==> config.mk <==
export PLATFORM = sky130hd
export DESIGN_NAME = serial_magnitude_comparator
export DESIGN_NICKNAME = d
export VERILOG_FILES = /design/src/rtl/cmp_pkg.sv /design/src/rtl/cmp_digit_slice.sv /design/src/rtl/serial_magnitude_comparator.sv
export SDC_FILE = /design/constraint.sdc
export NUM_CORES = 1
export LEC_CHECK = 0
export ABC_AREA = 1
export BUFFER_PORTS_ARGS = -buffer_cell sky130_fd_sc_hd__buf_2
export CAP_MARGIN = 0
export CORE_MARGIN = 4
export CORE_UTILIZATION = 45
export CTS_BUF_LIST = sky130_fd_sc_hd__clkbuf_16
export DETAILED_ROUTE_END_ITERATION = 8
export PLACE_DENSITY = 0.7
export SLEW_MARGIN = 40
export SYNTH_ARGS = -nofsm -noshare
export SYNTH_HDL_FRONTEND = slang
export SYNTH_SLANG_ARGS = --single-unit
==> constraint.sdc <==
create_clock -name clock -period 1.1 [get_ports clock]
set_input_delay 0.11 -clock clock [delete_from_list [all_inputs] [get_ports clock]]
set_output_delay 0.11 -clock clock [all_outputs]
set_load 0.005 [all_outputs]
==> src/rtl/cmp_pkg.sv <==
// Shared types and constants for the serial magnitude comparator.
package cmp_pkg;

  localparam int unsigned DIGIT = 2;

  typedef enum logic [1:0] {
    IDLE = 2'd0,
    RUN  = 2'd1,
    DONE = 2'd2
  } state_t;

  // Counter must hold WIDTH/2 digits down to zero.
  function automatic int unsigned cnt_w(input int unsigned width);
    return $clog2(width / 2 + 1);
  endfunction

endpackage

==> src/rtl/cmp_digit_slice.sv <==
// One MSB-first cascade step over a 2-bit digit pair.
module cmp_digit_slice
  import cmp_pkg::*;
(
  input  logic             eq_in,
  input  logic             gt_in,
  input  logic [DIGIT-1:0] a,
  input  logic [DIGIT-1:0] b,
  output logic             eq_out,
  output logic             gt_out
);

  // Once a higher digit has decided the order, lower digits cannot change it.
  assign eq_out = eq_in & (a == b);
  assign gt_out = eq_in ? (a > b) : gt_in;

endmodule

==> src/rtl/serial_magnitude_comparator.sv <==
// Multicycle MSB-first magnitude comparator, one 2-bit digit per cycle.
// Define CMP_EARLY_EXIT_EN to leave RUN as soon as the cascade resolves.
module serial_magnitude_comparator
  import cmp_pkg::*;
#(
  parameter int unsigned WIDTH = 32
) (
  input  logic             clock,
  input  logic             reset,
  input  logic             start,
  input  logic             signed_mode,
  input  logic [WIDTH-1:0] data_operandA,
  input  logic [WIDTH-1:0] data_operandB,
  output logic             busy,
  output logic             result_valid,
  output logic             isEqual,
  output logic             isGreater,
  output logic             isLessThan,
  output logic             isNotEqual
);

  localparam int unsigned CNT_W = cnt_w(WIDTH);
  localparam logic [WIDTH-1:0] SIGN_MASK = {1'b1, {(WIDTH-1){1'b0}}};

  state_t           state_q, state_d;
  logic [WIDTH-1:0] sa_q, sa_d, sb_q, sb_d;
  logic             eq_q, eq_d, gt_q, gt_d;
  logic [CNT_W-1:0] cnt_q, cnt_d;
  logic             busy_d, rv_d;
  logic             is_eq_d, is_gt_d, is_lt_d, is_ne_d;
  logic             slice_eq, slice_gt;

  cmp_digit_slice u_slice (
    .eq_in  (eq_q),
    .gt_in  (gt_q),
    .a      (sa_q[WIDTH-1 -: DIGIT]),
    .b      (sb_q[WIDTH-1 -: DIGIT]),
    .eq_out (slice_eq),
    .gt_out (slice_gt)
  );

  // State and output registers.
  always_ff @(posedge clock) begin
    if (reset) begin
      state_q      <= IDLE;
      sa_q         <= '0;
      sb_q         <= '0;
      eq_q         <= 1'b1;
      gt_q         <= 1'b0;
      cnt_q        <= '0;
      busy         <= 1'b0;
      result_valid <= 1'b0;
      isEqual      <= 1'b0;
      isGreater    <= 1'b0;
      isLessThan   <= 1'b0;
      isNotEqual   <= 1'b0;
    end else begin
      state_q      <= state_d;
      sa_q         <= sa_d;
      sb_q         <= sb_d;
      eq_q         <= eq_d;
      gt_q         <= gt_d;
      cnt_q        <= cnt_d;
      busy         <= busy_d;
      result_valid <= rv_d;
      isEqual      <= is_eq_d;
      isGreater    <= is_gt_d;
      isLessThan   <= is_lt_d;
      isNotEqual   <= is_ne_d;
    end
  end

  // Next-state, datapath and output logic.
  always_comb begin
    state_d = state_q;
    sa_d    = sa_q;
    sb_d    = sb_q;
    eq_d    = eq_q;
    gt_d    = gt_q;
    cnt_d   = cnt_q;
    rv_d    = 1'b0;
    is_eq_d = isEqual;
    is_gt_d = isGreater;
    is_lt_d = isLessThan;
    is_ne_d = isNotEqual;

    unique case (state_q)
      IDLE: begin
        if (start) begin
          state_d = RUN;
          // Offset-binary: flipping the sign bit lets the unsigned cascade order signed values.
          sa_d    = data_operandA ^ (signed_mode ? SIGN_MASK : '0);
          sb_d    = data_operandB ^ (signed_mode ? SIGN_MASK : '0);
          eq_d    = 1'b1;
          gt_d    = 1'b0;
          cnt_d   = CNT_W'(WIDTH / 2);
        end
      end
      RUN: begin
        eq_d  = slice_eq;
        gt_d  = slice_gt;
        sa_d  = sa_q << DIGIT;
        sb_d  = sb_q << DIGIT;
        cnt_d = cnt_q - CNT_W'(1);
`ifdef CMP_EARLY_EXIT_EN
        if ((cnt_q == CNT_W'(1)) || !slice_eq) state_d = DONE;
`else
        if (cnt_q == CNT_W'(1)) state_d = DONE;
`endif
      end
      DONE: begin
        state_d = IDLE;
        rv_d    = 1'b1;
        is_eq_d = eq_q;
        is_gt_d = ~eq_q & gt_q;
        is_lt_d = ~eq_q & ~gt_q;
        is_ne_d = ~eq_q;
      end
      default: state_d = IDLE;
    endcase

    busy_d = (state_d != IDLE);
  end

endmodule

== Word level (Yosys, flattened, before mapping) ==
Index checks and enable logic that the tools add are counted.

* Input bits: 68
* Flip-flop bits (word level): 79

* Reduce and logical (&&, ||, !) cells: 5
* $add $sub $neg: 1
* Multiplexer cells: 16
* Bitwise logic cells: 7
* $lt $le $gt $ge: 1
* Eq/ne operators: 6

{| class="wikitable"
|+ Operators by type and width
! cell !! count
|-
| 32-bit case mux with 2 select lines || 2
|-
| 32-bit two-way mux || 3
|-
| 32-bit XOR || 2
|-
| 5-bit case mux with 2 select lines || 1
|-
| 5-bit by 1-bit equality test with 1-bit output (second input constant) || 1
|-
| 5-bit two-way mux || 1
|-
| 5-bit by 1-bit subtractor with 5-bit output (second input constant) || 1
|-
| 1-bit two-way mux || 4
|-
| 2-bit two-way mux || 2
|-
| 2-bit inequality test (second input constant) || 2
|-
| 1-bit case mux with 2 select lines || 2
|-
| 2-bit case mux with 2 select lines || 1
|-
| 2-bit nonzero test || 2
|-
| 1-bit AND || 3
|-
| 3-bit AND reduction || 1
|-
| 2-bit by 1-bit equality test with 1-bit output (second input constant) || 1
|-
| 2-bit equality test || 1
|-
| 2-bit equality test (second input constant) || 1
|-
| 2-bit > comparator || 1
|-
| 2-bit zero test || 1
|-
| 1-bit NOT || 2
|-
| 2-bit AND reduction || 1
|}

== Longest topological paths before layout ==
* Word-level depth: 4
* Gate-level depth with buffers: 8
* Mapped depth without buffers: 7

== By module ==
From an unflattened synthesis, not the netlist that was laid out.

* Cell total of the unflattened synthesis: 489
* Area, all modules: 3447.1 um^2

{| class="wikitable"
|+ By module, submodules not included
! module !! area each (um^2) !! instances !! cells an instance
|-
| serial_magnitude_comparator || 3372.0 || 1 || 474
|-
| cmp_digit_slice || 75.1 || 1 || 15
|}

== Worst setup path after synthesis ==
No wires, ideal clock.

* Kind: register -> register
* Start point: reg state_q[0]
* End point: reg cnt_q[3]
* Arrival time: 1.068 ns
* Setup slack: -0.078 ns
* Cell stages (with the launch flop): 8
* Setup time: 0.111 ns
* Buffers on the path: 2
* Period minus slack after synthesis: 1.178 ns
* Cell sequence: dfxtp_1 -> inv_1 -> nor2_2 -> buf_2 -> buf_4 -> nand3_1 -> nand2_1 -> nor2_1

* Word-level cells in the longest chain between the ends: 3
* Elaborated cells between the ends (all ways): 6
* Classes of those cells: eq/ne: 2; mux: 1; reduce/logical: 3

{| class="wikitable"
|+ RTL lines
! element !! line !! source
|-
| start: declaration || serial_magnitude_comparator.sv:25 || <nowiki>state_t state_q, state_d;</nowiki>
|-
| start signal: assignment || serial_magnitude_comparator.sv:58 || <nowiki>state_q <= state_d;</nowiki>
|-
| 2-bit by 1-bit equality test with 1-bit output / 2-bit zero test (equally long branches) || serial_magnitude_comparator.sv:87 || <nowiki>unique case (state_q)</nowiki>
|-
| 2-bit nonzero test (no source line) / 2-bit inequality test (equally long branches) || - ||
|-
| 2-bit AND reduction (no source line) || - ||
|-
| end signal: assignment || serial_magnitude_comparator.sv:63 || <nowiki>cnt_q <= cnt_d;</nowiki>
|-
| end: declaration || serial_magnitude_comparator.sv:28 || <nowiki>logic [CNT_W-1:0] cnt_q, cnt_d;</nowiki>
|}

Several ways; a longest one is shown, not always the timed one.
A chain may end at the register's enable or synchronous reset.

== Final worst setup path ==
* Start point: reg state_q[1]
* End point: reg sb_q[30]

* Word-level cells in the longest chain between the ends: 3
* Elaborated cells between the ends (all ways): 6
* Classes of those cells: eq/ne: 2; mux: 1; reduce/logical: 3

{| class="wikitable"
|+ RTL lines
! element !! line !! source
|-
| 2-bit by 1-bit equality test with 1-bit output / 2-bit zero test (equally long branches) || serial_magnitude_comparator.sv:87 ||
|-
| 2-bit nonzero test (no source line) / 2-bit inequality test (equally long branches) || - ||
|-
| 2-bit AND reduction (no source line) || - ||
|-
| end signal: assignment || serial_magnitude_comparator.sv:47 || <nowiki>sb_q <= '0;</nowiki>
|-
| end signal: assignment || serial_magnitude_comparator.sv:60 || <nowiki>sb_q <= sb_d;</nowiki>
|-
| end: declaration || serial_magnitude_comparator.sv:26 || <nowiki>logic [WIDTH-1:0] sa_q, sa_d, sb_q, sb_d;</nowiki>
|}

Several ways; a longest one is shown, not always the timed one.

==> results.sh <==
export IMPL_grt_pass1_vias=3700
export IMPL_drt_total_wl_um=11200
export IMPL_clock_sinks=79
export IMPL_numCtsBuffers=9
export IMPL_grt_overflow=0
export IMPL_cts_root_buffer="clkbuf_16"
export IMPL_min_path_type="in -> reg"
export IMPL_layout_drive_gt1_share=0.2566
export IMPL_viasPerCell=4.951
export IMPL_synth_commonest_cells="nand2_1, nor2_1, nand3_1"
export IMPL_clock_latency_ns=0.33
export IMPL_wl_per_cell_um=13.63
export IMPL_syn_to_final_growth_pct=40.06
export IMPL_synth_edf_count=0
export IMPL_critPathMaxFanout=22
export IMPL_fin_crit_ns=1.241
export IMPL_synth_most_common_cell="nand2_1"
export IMPL_vdd_drop_max_mv=1.037
export IMPL_netlist_area_sq_um=3795
export IMPL_instances_no_fill=822
export IMPL_gp_congestion=0.8746
export IMPL_clk_pin_slew_ns=0.06
export IMPL_start_kind="register"
export IMPL_synth_top_area_share=0.4167
export IMPL_dp_cells=794
export IMPL_design_area_sq_um=5315
export IMPL_grt_max_degree=34
export IMPL_yosysUniqueCellTypes=17
export IMPL_fp_row_count=33
export IMPL_ios=74
export IMPL_die_y_um=99.83
export IMPL_hold_viol=0
export IMPL_cp_end_kind="register"
export IMPL_reg2regPathDepth=7
export IMPL_setup_violations=73
export IMPL_drtPass1Iterations=5
export IMPL_hpwlAfterDp_um=6900
export IMPL_crit_start="state_q[1]"
export IMPL_syn_nets=686
export IMPL_rsz0062_at_grt="true"
export IMPL_core_area_sq_um=8217
export IMPL_cts_tree="done"
export IMPL_num_antenna_cells=0
export IMPL_fp_dieW_um=99.83
export IMPL_placed_cell_area_sq_um=4538
export IMPL_final_nets=786
export IMPL_ys_warn_count=0
export IMPL_grt_usage=0.2224
export IMPL_tightestPinTransition_ns=0.2372
export IMPL_syn_area_per_cell_sq_um=6.181
export IMPL_synthCells=614
export IMPL_fin_ws_ns=-0.1412
export IMPL_finalCritPeriodShare=1.128
export IMPL_clockBufferDepth=2
export IMPL_yosysSeqAreaShare=0.4167
export IMPL_finClkSkew_ns=0.006204
export IMPL_crit_arrival_ns=1.46
export IMPL_failed_checks="setup timing"
export IMPL_cap_violations=0
export IMPL_slew_limit_headroom=0.8419
export IMPL_synth_area_leaders="dfxtp_1, nand2_1, nor2_1, nand3_1, inv_1"
export IMPL_vias=4070
export IMPL_start_util=0.4619
export IMPL_antenna_left=0
export IMPL_drc=0
export IMPL_hold_depth=3
export IMPL_worstHoldStart="data_operandB[0]"
export IMPL_htree_levels=3
export IMPL_grt_pass1_wl_um=17570
export IMPL_cts_hold_buffers=0
export IMPL_fillers=699
export IMPL_crit_type="reg -> reg"
export IMPL_synth_flop_cell="dfxtp_1"
export IMPL_synth_area_leader_cell="dfxtp_1"
export IMPL_antenna_found_initial=0
export IMPL_worst_endpoint_required_ns=1.32
export IMPL_synth_ff_latch_count=79
export IMPL_io_buffers=73
export IMPL_maxClockFrequency_ghz=0.8057
export IMPL_status="finished with violations"
export IMPL_p_per_area_nw_per_um2=1430
export IMPL_r2r_start="state_q[1]"
export IMPL_slew_violations=0
export IMPL_p_leak_nw=2.667
export IMPL_drt_iter0_markers=220
export IMPL_ys_async_sr_fraction=0
export IMPL_dieArea_sq_um=9966
[power by group]
part | total, mW | switching, mW | internal, mW
logic | 1.60 | 0.851 | 0.752
clock network | 2.82 | 1.11 | 1.71
registers | 3.17 | 0.119 | 3.05
total | 7.60 | 2.08 | 5.52
[worst max-delay path, stage by stage (launching register included)]
cell and delay (ns):
dfxtp_2 0.33, inv_1 0.11, nand2_2 0.13, nand2_4 0.17, buf_12 0.18, nor2_1 0.06
nor2_1 0.11, nor2_1 0.05
[timing repair]
item / 4_1_cts / 5_1_grt
buffers inserted: 6 / 1
gates cloned: 3 / 4
pin swaps: 9 / 10
resized for setup: 53 / 25
setup endpoints to repair: 74 / 74
[worst paths after layout]
kind	slack (ns)	end
setup / recovery	-0.14	sb_q[30]
hold / removal	0.04	sb_q[0]
setup reg to reg	-0.14	sb_q[30]
hold reg to reg	0.46	sa_q[10]
[final cells by class]
type,instances,area [sq um],share of cell area
clock buffers,9,225.2,0.04237
clock inverters,5,51.30,0.009652
inverters,74,282.8,0.05320
multi-input cells,427,1967,0.3701
flip-flops and latches,79,1587,0.2985
well taps,105,131.4,0.02472
repair buffers,123,1071,0.2015
[logic make-up after synthesis]
family	after synthesis	synth area share
compound gates	16	0.02242
flops	79	0.4167
simple gates	407	0.4346
fa+ha+maj	4	0.01319
buf+inv	108	0.1131
[cell usage in the layout (no fill, tap or decap), types with 4 or more instances in the layout]
master | Yosys | final
buf_4 | 1 | 21
clkbuf_16 | 0 | 13
nand2_2 | 0 | 17
buf_12 | 0 | 13
nand3_2 | 0 | 13
a21oi_1 | 11 | 10
nand2_1 | 179 | 159
buf_2 | 16 | 73
inv_1 | 73 | 71
nand3_1 | 93 | 80
buf_6 | 0 | 8
nor2_2 | 1 | 4
nor2_4 | 0 | 4
dfxtp_1 | 79 | 77
ha_1 | 4 | 4
nor2_1 | 133 | 126
[metal layers]
metal,global-route usage,part of all wire,vias to the layer above
met2,0.3612,0.48,121
met4,0.08824,0.020,0
met1,0.2912,0.44,1865
met5,0,0,-
met3,0.04309,0.061,17
li1,-,-,2067
[flip-flops by register name, indices dropped and copies added (netlist names), 2 cells and up]
register	count
state_q	2
sa_q	32
cnt_q	5
sb_q	32
[stage by stage]
step | hold WS (ns) | util | power [mW] | setup slack (ns) | setup TNS, ns
floorplan | 0.2583 | - | 3.945 | -0.03145 | -0.7055
global placement | 0.3666 | 0.5523 | 4.405 | -0.1655 | -5.895
detailed placement | 0.3776 | 0.5523 | 4.442 | -0.1879 | -8.790
CTS | 0.03433 | 0.6239 | 7.471 | -0.08809 | -2.653
global route | 0.03677 | 0.6469 | 7.988 | -0.1981 | -11.19
finish | 0.03661 | 0.6469 | 7.599 | -0.1412 | -7.018
(Power assumes the default switching activity.)
